<file path="src/rtl/adc_control.sv">
// adc_control: dual-channel serial ADC front end.
// Each synchronized sensor_clk rising edge runs one 16-bit frame on two ADCs
// that share ADC_clk and chip_select. The low 12 bits of each frame are
// presented on pdata1/pdata2 together with a one-cycle new_Data strobe.
// Conversions are counted per scan, and interrupt is raised after PIXELS of them.
// Optional feature macro: ADC_CH2_EN. When it is defined, channel 2 is captured.
// When it is not defined, Data2 is ignored and pdata2 stays at zero.
module adc_control #(
  parameter int CLK_DIV = 1,
  parameter int PIXELS  = 128
) (
  input  logic        clk_20M,
  input  logic        reset,
  input  logic        Data1,
  input  logic        Data2,
  input  logic        sensor_clk,
  input  logic        sample_control,
  output logic        ADC_clk,
  output logic        chip_select,
  output logic [11:0] pdata1,
  output logic [11:0] pdata2,
  output logic        new_Data,
  output logic        interrupt
);

  localparam int DIV_W = (CLK_DIV > 1) ? $clog2(CLK_DIV) : 1;
  localparam int IDX_W = $clog2(PIXELS + 1);
  localparam logic [DIV_W-1:0] DIV_LAST = DIV_W'(CLK_DIV - 1);
  localparam logic [IDX_W-1:0] IDX_MAX  = IDX_W'(PIXELS);
  localparam logic [IDX_W-1:0] IDX_LAST = IDX_W'(PIXELS - 1);

  typedef enum logic [1:0] {
    IDLE = 2'd0,
    CONV = 2'd1,
    DONE = 2'd2
  } state_t;

  // Synchronizer stages: [0],[1] form the 2-flop synchronizer, [2] holds the previous value for edge detection
  logic [2:0] sclk_sync_r;
  logic [2:0] samp_sync_r;
  logic       sclk_rise_s;
  logic       samp_rise_s;

  state_t           state_r, state_nxt;
  logic             cs_r, cs_nxt;
  logic             adc_clk_r, adc_clk_nxt;
  logic [DIV_W-1:0] div_cnt_r, div_cnt_nxt;
  logic [4:0]       bit_cnt_r, bit_cnt_nxt;
  logic             sample_en_s;
  logic             load_s;
  logic             new_data_r;

  logic [15:0]      sh1_r, sh1_nxt;
  logic [11:0]      pdata1_r, pdata1_nxt;
  logic [IDX_W-1:0] index_r, index_nxt;
  logic             irq_r, irq_nxt;

  // Synchronize the asynchronous sensor inputs and keep one extra stage for edge detection
  always_ff @(posedge clk_20M or negedge reset) begin
    if (!reset) begin
      sclk_sync_r <= 3'b000;
      samp_sync_r <= 3'b000;
    end else begin
      sclk_sync_r <= {sclk_sync_r[1:0], sensor_clk};
      samp_sync_r <= {samp_sync_r[1:0], sample_control};
    end
  end

  assign sclk_rise_s = sclk_sync_r[1] & ~sclk_sync_r[2];
  assign samp_rise_s = samp_sync_r[1] & ~samp_sync_r[2];

  // Frame sequencer: next state, next ADC_clk/chip_select levels, sample and load strobes
  always_comb begin
    state_nxt   = state_r;
    cs_nxt      = cs_r;
    adc_clk_nxt = adc_clk_r;
    div_cnt_nxt = div_cnt_r;
    bit_cnt_nxt = bit_cnt_r;
    sample_en_s = 1'b0;
    load_s      = 1'b0;
    case (state_r)
      IDLE: begin
        cs_nxt      = 1'b1;
        adc_clk_nxt = 1'b1;
        div_cnt_nxt = '0;
        bit_cnt_nxt = 5'd0;
        if (sclk_rise_s) begin
          // The first ADC_clk falling edge coincides with the chip_select falling edge
          state_nxt   = CONV;
          cs_nxt      = 1'b0;
          adc_clk_nxt = 1'b0;
        end else begin
          state_nxt = IDLE;
        end
      end
      CONV: begin
        cs_nxt = 1'b0;
        if (div_cnt_r == DIV_LAST) begin
          div_cnt_nxt = '0;
          if (!adc_clk_r) begin
            // The low->high edge is the sampling point; data has been stable for a full half-period
            adc_clk_nxt = 1'b1;
            sample_en_s = 1'b1;
            bit_cnt_nxt = bit_cnt_r + 5'd1;
          end else if (bit_cnt_r == 5'd16) begin
            // The high half-period after the 16th sample has elapsed, so the frame ends here
            state_nxt   = DONE;
            cs_nxt      = 1'b1;
            adc_clk_nxt = 1'b1;
            load_s      = 1'b1;
          end else begin
            adc_clk_nxt = 1'b0;
          end
        end else begin
          div_cnt_nxt = div_cnt_r + DIV_W'(1);
        end
      end
      DONE: begin
        state_nxt   = IDLE;
        cs_nxt      = 1'b1;
        adc_clk_nxt = 1'b1;
      end
      default: begin
        state_nxt   = IDLE;
        cs_nxt      = 1'b1;
        adc_clk_nxt = 1'b1;
      end
    endcase
  end

  // Channel 1 shift register and output word
  always_comb begin
    sh1_nxt    = sh1_r;
    pdata1_nxt = pdata1_r;
    if (sample_en_s) begin
      sh1_nxt = {sh1_r[14:0], Data1};
    end else begin
      sh1_nxt = sh1_r;
    end
    if (load_s) begin
      pdata1_nxt = sh1_r[11:0];
    end else begin
      pdata1_nxt = pdata1_r;
    end
  end

  // Pixel index and scan interrupt; a start-of-scan edge overrides a simultaneous increment
  always_comb begin
    index_nxt = index_r;
    irq_nxt   = irq_r;
    if (samp_rise_s) begin
      index_nxt = '0;
      irq_nxt   = 1'b0;
    end else if (load_s) begin
      if (index_r != IDX_MAX) begin
        index_nxt = index_r + IDX_W'(1);
        if (index_r == IDX_LAST) begin
          irq_nxt = 1'b1;
        end else begin
          irq_nxt = irq_r;
        end
      end else begin
        index_nxt = index_r;
        irq_nxt   = irq_r;
      end
    end else begin
      index_nxt = index_r;
      irq_nxt   = irq_r;
    end
  end

  // Register the FSM, the serial clock and chip select, channel 1 data and the pixel counter
  always_ff @(posedge clk_20M or negedge reset) begin
    if (!reset) begin
      state_r    <= IDLE;
      cs_r       <= 1'b1;
      adc_clk_r  <= 1'b1;
      div_cnt_r  <= '0;
      bit_cnt_r  <= 5'd0;
      new_data_r <= 1'b0;
      sh1_r      <= 16'h0000;
      pdata1_r   <= 12'h000;
      index_r    <= '0;
      irq_r      <= 1'b0;
    end else begin
      state_r    <= state_nxt;
      cs_r       <= cs_nxt;
      adc_clk_r  <= adc_clk_nxt;
      div_cnt_r  <= div_cnt_nxt;
      bit_cnt_r  <= bit_cnt_nxt;
      new_data_r <= load_s;
      sh1_r      <= sh1_nxt;
      pdata1_r   <= pdata1_nxt;
      index_r    <= index_nxt;
      irq_r      <= irq_nxt;
    end
  end

`ifdef ADC_CH2_EN
  logic [15:0] sh2_r, sh2_nxt;
  logic [11:0] pdata2_r, pdata2_nxt;
  logic        unused_lead_s;

  // Channel 2 shift register and output word, clocked by the same strobes as channel 1
  always_comb begin
    sh2_nxt    = sh2_r;
    pdata2_nxt = pdata2_r;
    if (sample_en_s) begin
      sh2_nxt = {sh2_r[14:0], Data2};
    end else begin
      sh2_nxt = sh2_r;
    end
    if (load_s) begin
      pdata2_nxt = sh2_r[11:0];
    end else begin
      pdata2_nxt = pdata2_r;
    end
  end

  // Register the channel 2 datapath
  always_ff @(posedge clk_20M or negedge reset) begin
    if (!reset) begin
      sh2_r    <= 16'h0000;
      pdata2_r <= 12'h000;
    end else begin
      sh2_r    <= sh2_nxt;
      pdata2_r <= pdata2_nxt;
    end
  end

  assign pdata2        = pdata2_r;
  // The oldest leading bits shift out of both registers unread
  assign unused_lead_s = sh1_r[15] ^ sh2_r[15];
`else
  logic unused_ch2_s;

  assign pdata2       = 12'h000;
  // With channel 2 disabled, Data2 and the top shift bit are not read
  assign unused_ch2_s = Data2 ^ sh1_r[15];
`endif

  assign ADC_clk     = adc_clk_r;
  assign chip_select = cs_r;
  assign pdata1      = pdata1_r;
  assign new_Data    = new_data_r;
  assign interrupt   = irq_r;

endmodule

</file>
<file path="config.mk">
export PLATFORM = sky130hd
export DESIGN_NAME = adc_control
export DESIGN_NICKNAME = d
export VERILOG_FILES = /design/src/rtl/adc_control.sv
export SDC_FILE = /design/constraint.sdc
export NUM_CORES = 1
export LEC_CHECK = 0
export ABC_CLOCK_PERIOD_IN_PS = 3500
export CAP_MARGIN = 20
export CORE_UTILIZATION = 55
export DETAILED_ROUTE_END_ITERATION = 12
export HOLD_SLACK_MARGIN = 0.15
export PLACE_DENSITY = 0.87
export SLEW_MARGIN = 20
export SYNTH_ARGS = -nofsm -noshare
export SYNTH_HDL_FRONTEND = slang
export SYNTH_SLANG_ARGS = --single-unit
</file>
<file path="constraint.sdc">
create_clock -name clk_20M -period 3.5 [get_ports clk_20M]
set_clock_uncertainty 0.2 [all_clocks]
set_input_delay 0.525 -clock clk_20M [delete_from_list [all_inputs] [get_ports clk_20M]]
set_output_delay 0.525 -clock clk_20M [all_outputs]
set_load 0.1 [all_outputs]
</file>
# Word level (Yosys, flattened, before mapping)
# Index checks and enable logic that the tools add are counted.
# op_classes
n_eq_ne	8
n_bitwise	4
n_reduce_logical	9
muxes	29
n_addsub	3
# op_table
operator	count
8-bit 2-to-1 mux	3
1-bit 2-to-1 mux	16
5-bit 2-to-1 mux	2
5-bit one-hot mux with 2 select lines	1
3-bit AND reduction	3
8-bit by 1-bit adder with 8-bit output (second input constant)	1
8-bit by 7-bit == test with 1-bit output (second input constant)	1
2-bit != test (second input constant)	4
8-bit != test (second input constant)	1
2-bit nonzero test	4
2-bit 2-to-1 mux	3
1-bit one-hot mux with 2 select lines	3
5-bit by 1-bit adder with 5-bit output (second input constant)	1
5-bit == test (second input constant)	1
2-bit one-hot mux with 2 select lines	1
1-bit bitwise AND	2
2-bit by 1-bit == test with 1-bit output (second input constant)	1
2-bit zero test	1
1-bit NOT	2
2-bit AND reduction	1
1-bit adder (second input constant)	1
# totals
ff_bits	50
out_inout_bits	28

# Depth between registers and ports, before layout
# logic_depth
word_depth	7
depth_mapped	8

# Worst setup path after synthesis
# No wires, ideal clock.
# synth_path
kind	reg-to-reg
startpoint	reg adc_clk_r, in the netlist ADC_clk
endpoint	reg pdata1_r[10], in the netlist pdata1[10]
n_path_buf	1
path_slack_ps	1313
path_stages_with_launch	5
t_required_ps	3175
t_arrival_ps	1862
setup_ps	125
path_cell_list	dfstp_2 -> nand3b_2 -> nor2_4 -> buf_4 -> mux2_2
# synth_via
elab_chain_len	3
# synth_lines
item	line	text
start, declared	46	logic adc_clk_r, adc_clk_nxt;
start signal, assigned	188	adc_clk_r <= adc_clk_nxt;
1-bit 2-to-1 mux	100	if (!adc_clk_r) begin
1-bit 2-to-1 mux	98	if (div_cnt_r == DIV_LAST) begin
1-bit 2-to-1 mux	81	case (state_r)
net load_s	50	logic load_s;
end signal, assigned	193	pdata1_r <= pdata1_nxt;
end, declared	54	logic [11:0] pdata1_r, pdata1_nxt;
# The timed path passes the listed nets, and every way through them passes these cells.
# A chain may end at the register's enable or synchronous reset.

# Worst setup path after layout
# layout_path
startpoint	reg pdata1_r[10], in the netlist pdata1[10]
endpoint	out pdata1[10]
# layout_lines
item	line	text
end, declared	20	output logic [11:0] pdata1,
# No word-level cell between the ends.

==> out/metrics.csv <==
metric,value,unit
vias,1287,
track_usage,0.203,
yosys_warnings,0,
place_congestion,0.793,
path_cells,clkdlybuf4s50_1,
die_h,64.2,um
powerDensity,867,mW/mm2
gr-total-overflow,0,
place_hpwl,2.44,mm
min_path_cells,0,
start_util,0.576,
cts.path.max_buffers,2,
rows,22,
critPathLaunchType,flop,
status,"finished, final reports clean",
slew_viol_final,0,
min_from,samp_sync_r[0],
yosysSeqAreaShare,0.578,
synth_area_per_cell,12.7,um2
synthArstFlopShare,1.00,
dieArea,0.00412,mm2
leakagePower,0.00109,uW
place_area,0.00230,mm2
numCtsBuffers,5,
p_seq_frac,0.409,
min_path_type,reg -> reg,
clockRootBuffer,clkbuf_8,
core,0.00369,mm2
hold_end,samp_sync_r[1],
worstPathArrival,1820,ps
io_pins,34,
finalSetupTns,0,ps
stdcell_area,0.00240,mm2
cts_sinks,49,
grt_pass1_vias,1256,
critical_path_class,reg -> out,
insertion_delay,300,ps
timing.final.crit_share,0.727,
die_x,64.2,um
synthTopCellsByArea,"dfrtp_1, mux2_2, buf_4, dfstp_2, ha_1",
htreeDepth,2,
power.share.clock,0.160,
drc,0,
p_sw_frac,0.435,
ir_worst_vdd,0.625,mV
synth-seq-cells,49,
ys_types,38,
antenna_found_initial,0,
rsz0062_at_grt,false,
drive_above_1_share,0.228,
crit_required,2770,ps
n_antenna_cell,0,
syn_to_final_growth,12.7,%
end_kind,output pin,
synth_flop_cell,dfrtp_1,
post_cts_buffers,0,
r2r_setup_slack,1140,ps
power.switching,903,uW
intPower,1170,uW
relSlewSlack,0.340,
startpoint,pdata1[10],
totalWireLength,3.55,mm
clk_pin_slew,80,ps
yosys.area.top_type,dfrtp_1,
viasPerCell,5.43,
worst_slew_pin_slew,985,ps
netlist_area,0.00213,mm2
timing.rr.start,bit_cnt_r[0],
drt_iter0_markers,50,
p_comb_frac,0.432,
finalSetupViolations,0,
period_needed,2540,ps
portBuffers,20,
hold_viol,0,
cts_tree,built,
cp_max_fo,2,
worstRegToRegCells,6,
dr.pass1.iters,4,
wire_per_inst,15.0,um
synth_top_area_share,0.553,
syn_inst,167,
finalNetCount,199,
critPathTopFamily,buffers and inverters,
grt_max_degree,50,
slowest_stage,clkdlybuf4s50_1,
max_cap_viol_count,0,
critPathMaxStageDelay,1140,ps
synth_edf_count,0,
crit_buf_inv,1,
ant_nets,0,
grt_pass1_wl,6.05,mm
rr_endpoint,index_r[6],
fmax,393,MHz
## placed cells by master (no fill, tap or decap), drive strengths merged, types with 2 or more instances in the layout
cell type,Yosys,routed
dfrtp,47,47
mux2,24,24
clkdlybuf4s50,0,16
nor2,14,14
conb,1,12
inv,8,8
nand2,7,7
clkbuf,2,7
o21ai,6,6
a31oi,4,4
ha,4,4
buf,15,4
a21oi,3,3
nor3,3,3
dfstp,2,2
nor2b,2,2
nand4,2,2
nand3,2,2
a31o,2,2
xnor2,2,2
a311oi,2,2
## through the flow
stage          power (uW)  std cells   util  hold WS (ps)  worst slack, ps
6_report             2080        237  0.650           154              957
5_1_grt              2180        237  0.650           161              911
4_1_cts              2090        236  0.646           157              934
3_5_place_dp         1760        229  0.623           139             1160
3_3_place_gp         1710        229  0.623           136             1290
2_1_floorplan        1570        178      -          29.4             1310
## registers in the layout, indices dropped and copies added, names as in the netlist
| register | flops |
|---|---|
| ADC_clk | 1 |
| new_Data | 1 |
| chip_select | 1 |
| state_r | 2 |
| index_r | 8 |
| bit_cnt_r | 5 |
| pdata1 | 12 |
| sclk_sync_r | 3 |
| samp_sync_r | 3 |
| sh1_r | 12 |
| interrupt | 1 |
## worst max-delay path by stage
stage                     cells past startpoint          to  slack, ps
after floorplan                               4  pdata1[10]       1310
after CTS                                     1  pdata1[10]        930
after global placement                        1  pdata1[10]       1290
after detailed placement                      5   pdata1[1]       1160
final                                         1  pdata1[10]        960
after global routing                          1  pdata1[10]        910
## cells by family after synthesis
| family | share of synthesized area |
|---|---|
| flip-flops | 0.578 |
| XOR/XNOR | 0.0124 |
| other | 0.00176 |
| AO/OA/AOI/OAI | 0.0812 |
| adder cells (fa/ha/maj) | 0.0235 |
| AND/OR/NAND/NOR | 0.102 |
| buffers and inverters | 0.0695 |
| multiplexers | 0.132 |
## cells in the mapped netlist (2+ instances only)
cell,instances
ha_1,4
mux2_2,24
clkbuf_1,2
nor2b_1,2
nor2_1,13
a21oi_1,3
xnor2_1,2
nand2_1,7
dfrtp_1,47
a31oi_1,4
nor3_1,3
dfstp_2,2
a31o_1,2
buf_4,14
inv_1,8
nand3_1,2
nand4_1,2
o21ai_0,6
## power by group through the flow
stage          Clock [uW]  Sequential, uW  Combinational, uW
3_3_place_gp            0             842                870
4_1_cts               339             850                902
3_5_place_dp            0             861                899
5_1_grt               358             870                949
2_1_floorplan           0            1170                403
6_report              331             849                896
## metal layers
metal	up-vias	GRT usage	wire (um)
met2	33	0.332	1830
met5	-	0	0
li1	598	-	-
met3	7	0.0679	152
met1	649	0.240	1490
met4	0	0.0972	76
## final cells by class
class	count	area, um2
clock buffer	7	86.3
fill	277	1290
sequential	49	1230
multi-input combinational	104	791
inverter	8	30.0
timing repair buffer	21	200
tap	48	60.1
## repair_timing
| item | 4_1_cts | 5_1_grt |
|---|---|---|
| hold buffers | 0 | 1 |
| hold endpoints to repair | 0 | 47 |
| gates resized for setup | 0 | 0 |
Note: power is estimated with default switching activity, not from simulation.
